`src/rtl/riscv_pkg.sv`:
```
// Shared encodings for the multicycle RISC-V control path: FSM states,
// opcodes, datapath mux selects and ALU control codes.
package riscv_pkg;

  typedef enum logic [3:0] {
    S_FETCH    = 4'd0,
    S_DECODE   = 4'd1,
    S_MEMADR   = 4'd2,
    S_MEMREAD  = 4'd3,
    S_MEMWB    = 4'd4,
    S_MEMWRITE = 4'd5,
    S_EXECUTER = 4'd6,
    S_EXECUTEI = 4'd7,
    S_ALUWB    = 4'd8,
    S_BEQ      = 4'd9,
    S_JAL      = 4'd10,
    S_JALR     = 4'd11,
    S_ILLEGAL  = 4'd12
  } state_e;

  localparam logic [6:0] OP_LOAD   = 7'b0000011;
  localparam logic [6:0] OP_STORE  = 7'b0100011;
  localparam logic [6:0] OP_RTYPE  = 7'b0110011;
  localparam logic [6:0] OP_ITYPE  = 7'b0010011;
  localparam logic [6:0] OP_BRANCH = 7'b1100011;
  localparam logic [6:0] OP_JAL    = 7'b1101111;
  localparam logic [6:0] OP_JALR   = 7'b1100111;

  typedef enum logic [1:0] {
    ALUOP_ADD   = 2'b00,
    ALUOP_SUB   = 2'b01,
    ALUOP_FUNCT = 2'b10
  } aluop_e;

  typedef enum logic [1:0] {
    SRCA_PC    = 2'b00,
    SRCA_OLDPC = 2'b01,
    SRCA_A     = 2'b10
  } srca_e;

  typedef enum logic [1:0] {
    SRCB_WDATA = 2'b00,
    SRCB_IMM   = 2'b01,
    SRCB_FOUR  = 2'b10
  } srcb_e;

  typedef enum logic [1:0] {
    RES_ALUOUT    = 2'b00,
    RES_DATA      = 2'b01,
    RES_ALURESULT = 2'b10
  } result_e;

  typedef enum logic [1:0] {
    IMM_I = 2'b00,
    IMM_S = 2'b01,
    IMM_B = 2'b10,
    IMM_J = 2'b11
  } imm_e;

  localparam logic [3:0] ALU_ADD  = 4'b0000;
  localparam logic [3:0] ALU_SUB  = 4'b0001;
  localparam logic [3:0] ALU_AND  = 4'b0010;
  localparam logic [3:0] ALU_OR   = 4'b0011;
  localparam logic [3:0] ALU_XOR  = 4'b0100;
  localparam logic [3:0] ALU_SLT  = 4'b0101;
  localparam logic [3:0] ALU_SLTU = 4'b0110;
  localparam logic [3:0] ALU_SLL  = 4'b0111;
  localparam logic [3:0] ALU_SRL  = 4'b1000;
  localparam logic [3:0] ALU_SRA  = 4'b1001;

  function automatic imm_e imm_src_of(input logic [6:0] op);
    case (op)
      OP_STORE:  return IMM_S;
      OP_BRANCH: return IMM_B;
      OP_JAL:    return IMM_J;
      default:   return IMM_I;
    endcase
  endfunction

endpackage

```
`src/rtl/aludec.sv`:
```
// ALU decoder: turns the FSM's coarse ALU operation plus instruction
// function fields into a concrete ALU control code.
module aludec
  import riscv_pkg::*;
(
  input  logic       opb5_i,
  input  logic [2:0] funct3_i,
  input  logic       funct7b5_i,
  input  aluop_e     alu_op_i,
  output logic [3:0] alu_control_o
);

  always_comb begin
    alu_control_o = ALU_ADD;
    case (alu_op_i)
      ALUOP_ADD: alu_control_o = ALU_ADD;
      ALUOP_SUB: alu_control_o = ALU_SUB;
      ALUOP_FUNCT: begin
        case (funct3_i)
          // funct7b5 only means subtract for register-register ops
          3'b000:  alu_control_o = (opb5_i & funct7b5_i) ? ALU_SUB : ALU_ADD;
          3'b001:  alu_control_o = ALU_SLL;
          3'b010:  alu_control_o = ALU_SLT;
          3'b011:  alu_control_o = ALU_SLTU;
          3'b100:  alu_control_o = ALU_XOR;
          3'b101:  alu_control_o = funct7b5_i ? ALU_SRA : ALU_SRL;
          3'b110:  alu_control_o = ALU_OR;
          default: alu_control_o = ALU_AND;
        endcase
      end
      default: alu_control_o = ALU_ADD;
    endcase
  end

endmodule

```
`src/rtl/multicycle_controller.sv`:
```
// Multicycle RISC-V control unit: Moore FSM sequencing fetch, decode,
// memory, execute and writeback, with inline ImmSrc decode.
//
// state      | meaning
// FETCH      | read instruction, PC+4; waits on MemReady
// DECODE     | PC+imm speculatively into ALUOut, dispatch on op
// MEMADR     | rs1+imm address for load/store
// MEMREAD    | load data read; waits on MemReady
// MEMWB      | load data to register file
// MEMWRITE   | store; waits on MemReady
// EXECUTER   | register-register ALU op
// EXECUTEI   | register-immediate ALU op
// ALUWB      | ALUOut to register file
// BEQ        | compare, branch to PC+imm on Zero
// JALR       | rs1+imm into ALUOut
// JAL        | PC <- ALUOut, OldPC+4 into ALUOut
// ILLEGAL    | unsupported opcode, sticky until reset
module multicycle_controller
  import riscv_pkg::*;
(
  input  logic       clk,
  input  logic       reset_n,
  input  logic [6:0] op,
  input  logic [2:0] funct3,
  input  logic       funct7b5,
  input  logic       Zero,
  input  logic       MemReady,
  output logic       PCWrite,
  output logic       AdrSrc,
  output logic       MemWrite,
  output logic       IRWrite,
  output logic       RegWrite,
  output logic       Illegal,
  output logic [1:0] ResultSrc,
  output logic [1:0] ImmSrc,
  output logic [1:0] ALUSrcA,
  output logic [1:0] ALUSrcB,
  output logic [3:0] ALUControl
);

  state_e  state_q, state_d;
  logic    adr_src, ir_write, pc_update, branch, mem_write, reg_write, illegal;
  result_e result_src;
  srca_e   srca;
  srcb_e   srcb;
  aluop_e  alu_op;

  always_ff @(posedge clk or negedge reset_n) begin
    if (!reset_n) state_q <= S_FETCH;
    else          state_q <= state_d;
  end

  always_comb begin
    state_d = state_q;
    case (state_q)
      S_FETCH:    state_d = MemReady ? S_DECODE : S_FETCH;
      S_DECODE: begin
        case (op)
          OP_LOAD, OP_STORE: state_d = S_MEMADR;
          OP_RTYPE:          state_d = S_EXECUTER;
          OP_ITYPE:          state_d = S_EXECUTEI;
          OP_BRANCH:         state_d = S_BEQ;
          OP_JAL:            state_d = S_JAL;
          OP_JALR:           state_d = S_JALR;
          default:           state_d = S_ILLEGAL;
        endcase
      end
      S_MEMADR:   state_d = (op == OP_LOAD) ? S_MEMREAD : S_MEMWRITE;
      S_MEMREAD:  state_d = MemReady ? S_MEMWB : S_MEMREAD;
      S_MEMWRITE: state_d = MemReady ? S_FETCH : S_MEMWRITE;
      S_MEMWB:    state_d = S_FETCH;
      S_EXECUTER: state_d = S_ALUWB;
      S_EXECUTEI: state_d = S_ALUWB;
      S_ALUWB:    state_d = S_FETCH;
      S_BEQ:      state_d = S_FETCH;
      S_JALR:     state_d = S_JAL;
      S_JAL:      state_d = S_ALUWB;
      S_ILLEGAL:  state_d = S_ILLEGAL;
      default:    state_d = S_FETCH;
    endcase
  end

  always_comb begin
    adr_src    = 1'b0;
    ir_write   = 1'b0;
    pc_update  = 1'b0;
    branch     = 1'b0;
    mem_write  = 1'b0;
    reg_write  = 1'b0;
    illegal    = 1'b0;
    result_src = RES_ALUOUT;
    srca       = SRCA_PC;
    srcb       = SRCB_WDATA;
    alu_op     = ALUOP_ADD;
    case (state_q)
      S_FETCH: begin
        srcb       = SRCB_FOUR;
        result_src = RES_ALURESULT;
        ir_write   = MemReady;
        pc_update  = MemReady;
      end
      S_DECODE:   begin srca = SRCA_OLDPC; srcb = SRCB_IMM; end
      S_MEMADR:   begin srca = SRCA_A;     srcb = SRCB_IMM; end
      S_MEMREAD:  adr_src = 1'b1;
      S_MEMWRITE: begin adr_src = 1'b1; mem_write = 1'b1; end
      S_MEMWB:    begin result_src = RES_DATA; reg_write = 1'b1; end
      S_EXECUTER: begin srca = SRCA_A; alu_op = ALUOP_FUNCT; end
      S_EXECUTEI: begin srca = SRCA_A; srcb = SRCB_IMM; alu_op = ALUOP_FUNCT; end
      S_ALUWB:    reg_write = 1'b1;
      S_BEQ:      begin srca = SRCA_A; alu_op = ALUOP_SUB; branch = 1'b1; end
      S_JALR:     begin srca = SRCA_A; srcb = SRCB_IMM; end
      S_JAL:      begin srca = SRCA_OLDPC; srcb = SRCB_FOUR; pc_update = 1'b1; end
      S_ILLEGAL:  illegal = 1'b1;
      default:    ;
    endcase
  end

  // Enables are gated by reset_n so they drop without waiting for a clock
  assign PCWrite    = reset_n & ((branch & Zero) | pc_update);
  assign IRWrite    = reset_n & ir_write;
  assign MemWrite   = reset_n & mem_write;
  assign RegWrite   = reset_n & reg_write;
  assign Illegal    = reset_n & illegal;
  assign AdrSrc     = adr_src;
  assign ResultSrc  = result_src;
  assign ALUSrcA    = srca;
  assign ALUSrcB    = srcb;
  assign ImmSrc     = imm_src_of(op);

  aludec u_aludec (
    .opb5_i        (op[5]),
    .funct3_i      (funct3),
    .funct7b5_i    (funct7b5),
    .alu_op_i      (alu_op),
    .alu_control_o (ALUControl)
  );

endmodule

```
`config.mk`:
```
export PLATFORM = sky130hd
export DESIGN_NAME = multicycle_controller
export DESIGN_NICKNAME = d
export VERILOG_FILES = /design/src/rtl/riscv_pkg.sv /design/src/rtl/aludec.sv /design/src/rtl/multicycle_controller.sv
export SDC_FILE = /design/constraint.sdc
export NUM_CORES = 1
export LEC_CHECK = 0
export CORE_UTILIZATION = 40
export DETAILED_ROUTE_END_ITERATION = 6
export GPL_TIMING_DRIVEN = 0
export HOLD_SLACK_MARGIN = 0.03
export PLACE_DENSITY = 0.76
export SLEW_MARGIN = 15
export SYNTH_ARGS = -nofsm -noshare
export SYNTH_HDL_FRONTEND = slang
export SYNTH_SLANG_ARGS = --single-unit
```
`constraint.sdc`:
```
create_clock -name clk -period 2.4 [get_ports clk]
set_input_delay 0.48 -clock clk [delete_from_list [all_inputs] [get_ports clk]]
set_output_delay 0.48 -clock clk [all_outputs]
set_load 0.01 [all_outputs]
```
==> impl_metrics.json, run 1 <==
{
  "status": "completed",
  "dr.pass1.iters": 4,
  "fill_cells": 159,
  "crit_required_ns": 1.92,
  "comb_power_share": 0.739,
  "dp_hpwl_um": 1600,
  "critPathMaxFanout": 10,
  "synth_cells": 107,
  "cp_slowest_cell": "clkdlybuf4s50_1",
  "io_pins": 33,
  "worst_ep_arrival_time_ns": 1.84,
  "insertion_delay_ns": 0.23,
  "synth_top_area_share": 0.136,
  "clockPowerShare": 0.100,
  "grt_pass1_vias": 813,
  "cts_sinks": 4,
  "fp-row-count": 15,
  "fmax_mhz": 431,
  "place_worst_setup_slack_ns": -0.221,
  "clockBufferDepth": 2,
  "gp_congestion": 0.888,
  "startpoint_type": "flip-flop",
  "setup_viol": 0,
  "synth-edff-count": 0,
  "layout.nets": 161,
  "syn_to_final_growth_pct": 56.1,
  "fin_setup_tns_ns": 0,
  "p_total_w": 0.000779,
  "drt_iter0_drc": 12,
  "ys_seq_area_frac": 0.136,
  "syn_nets": 124,
  "cts-root-buf": "clkbuf_4",
  "port_buffers": 30,
  "path_clk_slew_ns": 0.03,
  "totalWireLength_um": 2150,
  "p_int_w": 0.000451,
  "ys_warn_count": 0,
  "diodes": 0,
  "cts_tree": "built",
  "yosysTopAreaCell": "dfrtp_1",
  "htreeDepth": 1,
  "drive_above_1_share": 0.190,
  "synthTopCellsByArea": "dfrtp_1 (14%), nor2_1 (7.1%), nor2b_1 (6.8%)",
  "synthArstFlopShare": 1.00,
  "antenna_left": 0,
  "leakage_nw": 0.499,
  "die_w_um": 45.0,
  "worst_slack_ns": 0.0815,
  "p_sw_w": 0.000328,
  "reg.largest.list": "state_q: 4 flops",
  "synth_seq_cells": 4,
  "core_um2": 1730,
  "cts_buffers": 3,
  "slew-limit-headroom": 0.748,
  "seq_power_share": 0.161,
  "synth_flop_cell": "dfrtp_1",
  "clock_skew_ns": 0.000185,
  "largest_reg_flops": 4,
  "dpl_cell_area_um2": 1070,
  "grt_pass1_wl_um": 3430,
  "finalHoldViolations": 0,
  "syn_area_um2": 738,
  "dieArea_um2": 2020,
  "fp.dieH_um": 45.0,
  "finalCritPeriodShare": 0.966,
  "overflow": 0,
  "cp-end-kind": "output port",
  "grt_usage": 0.225,
  "final_cell_area_um2": 1150,
  "vias": 916,
  "tightest_slew_ns": 0.378,
  "largest_register": "state_q",
  "finalMaxSlewViolations": 0,
  "cp_cell_sequence": "buf_4 > nor2_2 > nand2_1 > nor2_1 > clkdlybuf4s50_1",
  "period_minus_slack_ns": 2.32,
  "via_per_inst": 5.49,
  "grt_max_degree": 11,
  "p_per_area_nw_per_um2": 676,
  "yosysUniqueCellTypes": 40,
  "ir_drop_mv": 0.431,
  "postSynthAreaPerCell_um2": 6.90,
  "final_util": 0.667,
  "start_util": 0.428,
  "drcViolationCount": 0,
  "path_class": "flip-flop to output port",
  "antenna_found_initial": 0,
  "p_sw_frac": 0.421,
  "hold_class": "primary input to async pin",
  "critPathMaxStageDelay_ns": 0.54,
  "cap_violations": 0,
  "wl_per_cell_um": 12.9
}
-- path summary, 6_finish.rpt --
| kind | end | slack, ns | depth (start not counted) | startpoint |
|---|---|---|---|---|
| worst max-delay path | IRWrite | 0.08 | 5 | state_q[3]$_DFF_PN0_ |
| worst min-delay path | state_q[0]$_DFF_PN0_ | 0.23 | 1 | reset_n |
| worst max register to register | state_q[2]$_DFF_PN0_ | 1.02 | 4 | state_q[3]$_DFF_PN0_ |
| worst min register to register | state_q[3]$_DFF_PN0_ | 0.77 | 2 | state_q[1]$_DFF_PN0_ |
| max in group asynchronous | state_q[1]$_DFF_PN0_ | 1.93 | 1 | reset_n |
| min in group clk | state_q[3]$_DFF_PN0_ | 0.77 | 2 | state_q[1]$_DFF_PN0_ |
-- cell usage in the layout (no fill, tap or decap), drive strengths merged, types with 2 or more instances in the layout --
cell type and count:
dfrtp 4, nand2b 7, ha 2, xnor2 2
nor4 2, nand2 11, buf 9, mux2 2
clkdlybuf4s50 17, dlygate4sd2 9, a32o 3, o21ai 6
o21a 2, nor2b 9, a22o 2, clkbuf 4
nand3b 2, nand3 2, and2 2, clkdlybuf4s15 3
inv 5, nor2 14, a21oi 5
-- cell families (layout without fill, tap and decap cells) --
| family | after synthesis | after routing | share of synthesized area |
|---|---|---|---|
| AO/OA/AOI/OAI | 26 | 26 | 0.256 |
| multiplexers | 3 | 3 | 0.0441 |
| XOR/XNOR | 2 | 2 | 0.0237 |
| adder cells (fa/ha/maj) | 2 | 2 | 0.0339 |
| AND/OR/NAND/NOR | 58 | 58 | 0.436 |
| flip-flops | 4 | 4 | 0.136 |
| buffers and inverters | 12 | 47 | 0.0712 |
-- through the flow --
stage	std cells	hold WS, ns
3_5_place_dp	162	0.746
2_1_floorplan	107	0.184
6_report	167	0.234
5_1_grt	167	0.257
4_1_cts	167	0.229
3_3_place_gp	162	0.741
-- final cells by class --
cell class	instances	area [um2]	area share
Buffer	6	37.5	0.0326
Sequential cell	4	103	0.0890
Inverter	5	18.8	0.0163
Multi-Input combinational cell	91	632	0.548
Clock buffer	3	22.5	0.0195
Tap cell	25	31.3	0.0271
Timing Repair Buffer	33	308	0.267
-- what timing repair did --
item | in CTS | in global routing
setup buffers | 2 | 1
hold buffers | 0 | 0
pin swaps | 3 | 0
gates resized for setup | 27 | 7
endpoints found under the setup margin | 10 | 4
-- power by group through the flow --
stage                     Sequential, W  Clock [W]  Combinational [W]
after floorplan                0.000110          0           0.000346
after global placement         0.000115          0           0.000545
after detailed placement       0.000117          0           0.000554
after CTS                      0.000119  0.0000845           0.000556
after global routing           0.000129  0.0000852           0.000631
final                          0.000125  0.0000781           0.000576
-- per-layer routing --
metal | share of wire | vias to the layer above | global-route usage
li1 | - | 451 | -
met1 | 0.44 | 436 | 0.285
met2 | 0.52 | 27 | 0.403
met3 | 0.035 | 2 | 0.00800
met4 | 0.0032 | 0 | 0.0848
met5 | 0 | - | 0
-- Yosys cell counts (all sizes together), types with 2 or more instances --
| cell type | count |
|---|---|
| inv | 5 |
| nor4 | 2 |
| buf | 6 |
| nor2b | 9 |
| nor2 | 14 |
| dfrtp | 4 |
| ha | 2 |
| mux2 | 2 |
| xnor2 | 2 |
| and2 | 2 |
| nand3b | 2 |
| nand3 | 2 |
| a22o | 2 |
| nand2b | 7 |
| o21ai | 6 |
| a21oi | 5 |
| nand2 | 11 |
| o21a | 2 |
| a32o | 3 |
-- worst max-delay path, delay by kind of cell (launching register included) --
| family | cells | cell delay [ns] |
|---|---|---|
| flops | 1 | 0.43 |
| simple gates | 3 | 0.43 |
| buf+inv | 2 | 0.74 |
(Power assumes the default switching activity.)
==> run 2: changes to the inputs <==
--- a/config.mk
+++ b/config.mk
@@ -7,7 +7,6 @@
 export LEC_CHECK = 0
 export CORE_UTILIZATION = 40
 export DETAILED_ROUTE_END_ITERATION = 6
-export GPL_TIMING_DRIVEN = 0
 export HOLD_SLACK_MARGIN = 0.03
 export PLACE_DENSITY = 0.76
 export SLEW_MARGIN = 15
==> impl_metrics.json, run 2 (same netlist as run 1, synthesis figures left out) <==
{
  "clockBufferDepth": 2,
  "p_per_area_nw_per_um2": 669,
  "final_util": 0.733,
  "layout.nets": 177,
  "totalWireLength_um": 2460,
  "startpoint_type": "flip-flop",
  "dieArea_um2": 2020,
  "cap_violations": 0,
  "path_clk_slew_ns": 0.04,
  "grt_pass1_wl_um": 3830,
  "fp-row-count": 15,
  "reg.largest.list": "state_q: 4 flops",
  "crit_family": "buffers and inverters",
  "hold_class": "flip-flop to flip-flop",
  "via_per_inst": 5.34,
  "critPathMaxFanout": 14,
  "mostFrequentLayoutCells": "buf_4 (23), clkdlybuf4s50_1 (21), nor2_1 (13), nand2_1 (11), dlygate4sd2_1 (7)",
  "cts_buffers": 3,
  "leakage_nw": 0.597,
  "fmax_mhz": 433,
  "place_worst_setup_slack_ns": -0.128,
  "overflow": 0,
  "tightest_slew_ns": 0.315,
  "core_um2": 1730,
  "cp_slowest_cell": "clkdlybuf4s50_1",
  "finalCritPeriodShare": 0.963,
  "io_pins": 33,
  "diodes": 0,
  "insertion_delay_ns": 0.24,
  "holdBufCountCts": 0,
  "largest_reg_flops": 4,
  "grt_usage": 0.251,
  "antenna_left": 0,
  "drive_above_1_share": 0.241,
  "cts_sinks": 4,
  "vias": 977,
  "finalHoldViolations": 0,
  "grt_max_degree": 15,
  "slew-limit-headroom": 0.787,
  "cts-root-buf": "clkbuf_4",
  "fp.dieH_um": 45.0,
  "finalMaxSlewViolations": 0,
  "wl_per_cell_um": 13.4,
  "final_common_cell": "buf_4",
  "crit_required_ns": 1.92,
  "antenna_found_initial": 0,
  "cts_tree": "built",
  "gp_congestion": 0.851,
  "ir_drop_mv": 0.608,
  "setup_viol": 0,
  "worst_slack_ns": 0.0879,
  "drt_iter0_drc": 20,
  "start_util": 0.428,
  "cp_cell_sequence": "buf_4 > nor2b_4 > mux2_2 > clkdlybuf4s50_1",
  "path_class": "flip-flop to output port",
  "worst_ep_arrival_time_ns": 1.83,
  "htreeDepth": 1,
  "dr.pass1.iters": 4,
  "die_w_um": 45.0,
  "grt_pass1_vias": 891,
  "critPathMaxStageDelay_ns": 0.48,
  "critPathBufInv": 2,
  "rsz0062_at_grt": "false",
  "dp_hpwl_um": 1820,
  "clock_skew_ns": 0.00740,
  "drcViolationCount": 0,
  "period_minus_slack_ns": 2.31,
  "cp-end-kind": "output port",
  "syn_to_final_growth_pct": 71.5,
  "status": "completed",
  "largest_register": "state_q",
  "port_buffers": 32
}
==> run 2: metrics by stage <==
step | TNS [ns] | std cells | hold slack, ns | power (W) | area (um2)
after floorplan | 0 | 107 | 0.184 | 0.000456 | 738
after global placement | -0.151 | 179 | 0.637 | 0.000718 | 1220
after detailed placement | -0.403 | 179 | 0.644 | 0.000732 | 1220
after CTS | 0 | 183 | 0.625 | 0.000820 | 1250
after global routing | 0 | 183 | 0.638 | 0.000907 | 1270
final | 0 | 183 | 0.618 | 0.000847 | 1270
==> run 2: worst reg2reg max path: cells and delay by family, from the launching register on <==
family | cells | cell delay, ns
AO/OA/AOI/OAI | 3 | 0.60
flip-flops | 1 | 0.37
buffers and inverters | 1 | 0.20
AND/OR/NAND/NOR | 1 | 0.20
==> run 2: cell type report <==
| cell class | instances | area (um2) |
|---|---|---|
| flip-flops and latches | 4 | 101 |
| inverters | 5 | 18.8 |
| clock buffers | 3 | 22.5 |
| fillers | 145 | 460 |
| well taps | 25 | 31.3 |
| multi-input cells | 91 | 608 |
| repair buffers | 55 | 484 |
==> run 2: worst paths after layout <==
path,start,endpoint,slack (ns),depth (start not counted)
hold reg to reg,state_q[1]$_DFF_PN0_,state_q[3]$_DFF_PN0_,0.62,2
hold / removal,state_q[1]$_DFF_PN0_,state_q[3]$_DFF_PN0_,0.62,2
setup reg to reg,state_q[3]$_DFF_PN0_,state_q[2]$_DFF_PN0_,0.89,5
setup / recovery,state_q[0]$_DFF_PN0_,ALUSrcA[1],0.09,4
max in group asynchronous,reset_n,state_q[1]$_DFF_PN0_,1.65,2
min in group asynchronous,reset_n,state_q[3]$_DFF_PN0_,0.64,2
==> run 2: power by group <==
group          switching, W  leakage, nW  internal [W]
clock network     0.0000320       0.0138     0.0000562
registers         0.0000167       0.0512     0.0000885
logic              0.000312        0.532      0.000342
total              0.000360        0.597      0.000487
==> run 2: timing repair <==
action                                  CTS  global route
gates resized for setup                  13             9
gates cloned                              0             0
pin swaps                                 1             0
endpoints found under the setup margin    8             5
buffers inserted                          1             0
==> run 2: metal layers <==
layer	up-vias	GRT usage	share of wire
li1	485	-	-
met3	4	0.0520	0.056
met2	39	0.406	0.50
met4	0	0.0303	0.014
met5	-	0	0
met1	449	0.354	0.43
